==> src/rtl/pipe_skid_reg.sv <==
// pipe_skid_reg: valid/ready pipeline stage with a two-entry skid buffer and registered in_ready.
// Optional stall counter port is enabled by defining PIPE_STALL_CNT_EN.
`default_nettype none

module pipe_skid_reg #(
  parameter int DATA_W = 16,
  parameter int CTRL_W = 8,
  parameter int CNT_W  = 16
) (
  input  logic              clk,
  input  logic              reset,
  input  logic              flush,
  input  logic              in_valid,
  output logic              in_ready,
  input  logic [DATA_W-1:0] in_data,
  input  logic [CTRL_W-1:0] in_ctrl,
  output logic              out_valid,
  input  logic              out_ready,
  output logic [DATA_W-1:0] out_data,
  output logic [CTRL_W-1:0] out_ctrl
`ifdef PIPE_STALL_CNT_EN
  ,
  output logic [CNT_W-1:0]  stall_cnt
`endif
);

  localparam logic [1:0] S_EMPTY = 2'd0;
  localparam logic [1:0] S_ONE   = 2'd1;
  localparam logic [1:0] S_FULL  = 2'd2;

  if (DATA_W < 1) begin : g_chk_data_w
    $error("pipe_skid_reg: DATA_W must be >= 1");
  end
  if (CTRL_W < 1) begin : g_chk_ctrl_w
    $error("pipe_skid_reg: CTRL_W must be >= 1");
  end
  if (CNT_W < 1) begin : g_chk_cnt_w
    $error("pipe_skid_reg: CNT_W must be >= 1");
  end

  logic [1:0]        state_q, state_d;
  logic              in_ready_q, in_ready_d;
  logic [DATA_W-1:0] main_data_q, skid_data_q;
  logic [CTRL_W-1:0] main_ctrl_q, skid_ctrl_q;

  logic w_push, w_pop;
  logic w_load_main_in, w_load_main_skid, w_load_skid;

  assign w_push = in_valid & in_ready_q;
  assign w_pop  = out_valid & out_ready;

  // State register
  always_ff @(posedge clk or negedge reset) begin
    if (!reset) begin
      state_q    <= S_EMPTY;
      in_ready_q <= 1'b1;
    end else begin
      state_q    <= state_d;
      in_ready_q <= in_ready_d;
    end
  end

  // Next-state logic; flush overrides any push/pop transition
  always_comb begin
    state_d = state_q;
    case (state_q)
      S_EMPTY: if (w_push) state_d = S_ONE;
      S_ONE: begin
        if (w_push && !w_pop)      state_d = S_FULL;
        else if (w_pop && !w_push) state_d = S_EMPTY;
      end
      S_FULL:  if (w_pop) state_d = S_ONE;
      default: state_d = S_EMPTY;
    endcase
    if (flush) state_d = S_EMPTY;
  end

  // Outputs; in_ready is derived from the next state so it can be registered
  always_comb begin
    out_valid  = (state_q != S_EMPTY);
    in_ready_d = (state_d != S_FULL);
    out_ctrl   = out_valid ? main_ctrl_q : '0;
  end

  assign in_ready = in_ready_q;
  assign out_data = main_data_q;

  assign w_load_main_in   = !flush && w_push &&
                            ((state_q == S_EMPTY) || ((state_q == S_ONE) && w_pop));
  assign w_load_skid      = !flush && w_push && (state_q == S_ONE) && !w_pop;
  assign w_load_main_skid = !flush && w_pop && (state_q == S_FULL);

  always_ff @(posedge clk or negedge reset) begin
    if (!reset) begin
      main_data_q <= '0;
      main_ctrl_q <= '0;
    end else if (flush) begin
      main_ctrl_q <= '0;
    end else if (w_load_main_in) begin
      main_data_q <= in_data;
      main_ctrl_q <= in_ctrl;
    end else if (w_load_main_skid) begin
      main_data_q <= skid_data_q;
      main_ctrl_q <= skid_ctrl_q;
    end
  end

  always_ff @(posedge clk or negedge reset) begin
    if (!reset) begin
      skid_data_q <= '0;
      skid_ctrl_q <= '0;
    end else if (flush) begin
      skid_ctrl_q <= '0;
    end else if (w_load_skid) begin
      skid_data_q <= in_data;
      skid_ctrl_q <= in_ctrl;
    end
  end

`ifdef PIPE_STALL_CNT_EN
  logic [CNT_W-1:0] stall_cnt_q;

  // Saturating; survives flush, cleared only by reset
  always_ff @(posedge clk or negedge reset) begin
    if (!reset) begin
      stall_cnt_q <= '0;
    end else if (out_valid && !out_ready && (stall_cnt_q != {CNT_W{1'b1}})) begin
      stall_cnt_q <= stall_cnt_q + 1'b1;
    end
  end

  assign stall_cnt = stall_cnt_q;
`endif

endmodule

`default_nettype wire
==> config.mk <==
export PLATFORM = sky130hd
export DESIGN_NAME = pipe_skid_reg
export DESIGN_NICKNAME = d
export VERILOG_FILES = /design/src/rtl/pipe_skid_reg.sv
export SDC_FILE = /design/constraint.sdc
export NUM_CORES = 1
export LEC_CHECK = 0
export CORE_UTILIZATION = 50
export CTS_CLUSTER_DIAMETER = 200
export DETAILED_ROUTE_END_ITERATION = 10
export GPL_ROUTABILITY_DRIVEN = 0
export PLACE_DENSITY = 0.75
export SLEW_MARGIN = 20
export SYNTH_ARGS = -nofsm -noshare
export SYNTH_HDL_FRONTEND = slang
export SYNTH_SLANG_ARGS = --single-unit
==> constraint.sdc <==
create_clock -name clk -period 2.7 [get_ports clk]
set_input_delay 0.405 -clock clk [delete_from_list [all_inputs] [get_ports clk]]
set_output_delay 0.405 -clock clk [all_outputs]
set_load 0.05 [all_outputs]
==> flow_summary.toml <==
[drt]
wire_per_inst_um = 14.8
final_antenna_net_count = 0
vias = 1536
drcViolationCount = 0
drt-vias-per-instance = 4.99
finalWirelength_mm = 4.55
drt_iter0_markers = 95
dr.pass1.iters = 4

[die]
die_area_sq_um = 5200
chipWidth_um = 72.1
core_sq_um = 4720
num_rows = 25
io_pins = 55
initial_core_util_pct = 52.0
die-height_um = 72.1

[critical_path]
critPathArrivalTime_ns = 2.16
endpoint = "out_ctrl[2]"
reg2reg_slack_ns = 0.60
startpoint = "state_q[1]"
worst-r2r-cell-count = 4
end_kind = "primary output"
worstPathRequired_ns = 2.30
cp-start-kind = "flop"
timing.rr.start = "in_ready"
path_max_fanout = 10
crit_type = "flop to primary output"
rr_endpoint = "out_data[9]"

[pwr]
finalPower_w = 0.00252
peakVddDrop_mv = 0.535
power_density_nw_per_um2 = 800
p_leak_nw = 1.44

[timing]
fin_crit_sh_pct = 94.9
fmax_mhz = 390
max_slew_margin_pct = 60.7
fin_skew_ns = 0.00973
setup_viol = 0
final.min_clock_period_ns = 2.56
rsz0062_at_grt = "false"
hold_viol = 4
drv_slew = 0
fin_tns_setup_ns = 0
whs_ns = -0.00302
worst_slew_pin_slew_ns = 0.587

[clock_tree]
cts.sinks = 51
clkLatencyLatePin_ns = 0.30
htreeDepth = 2
tritoncts = "done"
clk_pin_slew_ns = 0.09
cts_inserted_buffers = 5
cts_resized = 0
root_buffer = "clkbuf_8"
post_cts_buffers = 0
clock_path_buffers = 2
cts.hold.buffers_added = 0

[synthesis]
synth_area_leaders = "dfrtp_1 51%, mux2_2 17%, mux2_4 7.3%"
synth_ff_type = "dfrtp_1"
synth_async_sr_flop_share_pct = 100
seq_area_frac_synth_pct = 52.0
synth_edf_count = 0
yosys.area.top_type_share_pct = 50.9
ys_seq_elements = 51
synth.most_common_cell = "dfrtp_1"
ys_types = 25
synth_warnings = 0
syn-num-nets = 213
synth_area_leader_cell = "dfrtp_1"
syn_area_sq_um = 2460
syn_inst = 184
syn_area_per_cell_sq_um = 13.3
synthTopCellsByCount = "50 x dfrtp_1, 36 x mux2_2, 17 x mux2i_1, 16 x nand2b_1, 12 x mux2_4"

[grt]
grt_max_degree = 37
first_global_vias = 1559
antenna_found_initial = 0
grt_first_pass_wirelength_mm = 7.41
grt.overflow.total = 0
track_usage_pct = 18.7

[placement]
portBuffers = 54
hpwl_mm = 3.14
postPlaceCellArea_sq_um = 3050

[final_layout]
n_fill_cell = 355
diodes = 0
final_cell_area_sq_um = 3150
layout-drive-gt1-share_pct = 28.2
nets = 269
syn_to_final_growth_pct = 28.3

[worst_hold_path]
holdCritPathClass = "input port to async pin"

[outcome]
status = "finished with violations"
violations = "negative hold slack"

[job]
cap_violations = 0
[kinds of logic (layout without fill, tap and decap cells)]
family / count (synthesis) / in the layout / synth area share (%)
multiplexers: 65 / 65 / 30.8
flip-flops: 51 / 51 / 52.0
AND/OR/NAND/NOR: 43 / 43 / 10.5
buffers and inverters: 13 / 70 / 3.67
AO/OA/AOI/OAI: 12 / 12 / 3.01
[power by group]
part,internal (W),switching (W)
sequential,0.000947,0.0000963
clock,0.000234,0.000236
combinational,0.000452,0.000555
total,0.00163,0.000887
[how the worst min path moves through the flow]
stage | start | to | slack, ns | cells past startpoint
floorplan | reset | main_ctrl_q[0] | 0.11 | 0
global placement | reset | state_q[0] | 0.33 | 1
detailed placement | reset | state_q[0] | 0.33 | 1
CTS | reset | state_q[0] | 0.006 | 1
global route | reset | state_q[0] | 0.02 | 1
finish | reset | state_q[0] | -0.003 | 1
[layout make-up]
| class | count | area [sq um] | area share [%] |
|---|---|---|---|
| well taps | 67 | 83.8 | 2.66 |
| inverters | 2 | 7.51 | 0.238 |
| clock buffers | 8 | 100 | 3.18 |
| flip-flops and latches | 51 | 1280 | 40.5 |
| multi-input cells | 120 | 1100 | 34.9 |
| repair buffers | 60 | 581 | 18.4 |
[sequential cells by signal (all words and copies together), names as in the netlist]
name and cells:
skid_ctrl_q 8, in_ready 1, main_ctrl_q 8, skid_data_q 16
out_data 16, state_q 2
[stage by stage]
| step | hold WS, ns | util [%] | std cells | setup WS (ns) |
|---|---|---|---|---|
| final | -0.00302 | 66.7 | 308 | 0.138 |
| after global placement | 0.329 | 64.6 | 300 | 0.262 |
| after floorplan | 0.109 | - | 184 | 0.393 |
| after global routing | 0.0211 | 66.7 | 308 | 0.0125 |
| after detailed placement | 0.333 | 64.6 | 300 | 0.201 |
| after CTS | 0.00623 | 66.7 | 308 | 0.101 |
[layout by cell type (no fill, tap or decap)]
master,n
clkbuf_1,1
o21a_1,1
inv_1,2
clkbuf_8,7
nor2b_1,9
nand2_1,10
nor2_1,2
nand2b_1,16
mux2_4,12
o21ai_0,8
buf_4,6
buf_2,1
and3b_2,1
nand4b_1,1
a211o_1,1
o21bai_2,1
dfstp_2,1
nor4b_4,1
o22a_2,1
mux2i_1,17
or4_4,1
nor3_1,1
dfrtp_1,50
or2b_1,1
clkdlybuf4s50_1,53
mux2_2,36
[routing by layer]
metal	vias to the layer above	track usage (%)	share of wire, %
met5	-	0	0
met4	0	5.23	0.84
met3	5	5.00	4.6
met2	39	29.8	47
met1	749	25.4	47
li1	743	-	-
[critical path, cell delays in order, from the launching register on]
cell and delay (ns):
dfrtp_1 0.50, nor2_1 0.52, nor2b_1 0.12, clkdlybuf4s50_1 0.72
(Power assumes the default switching activity.)
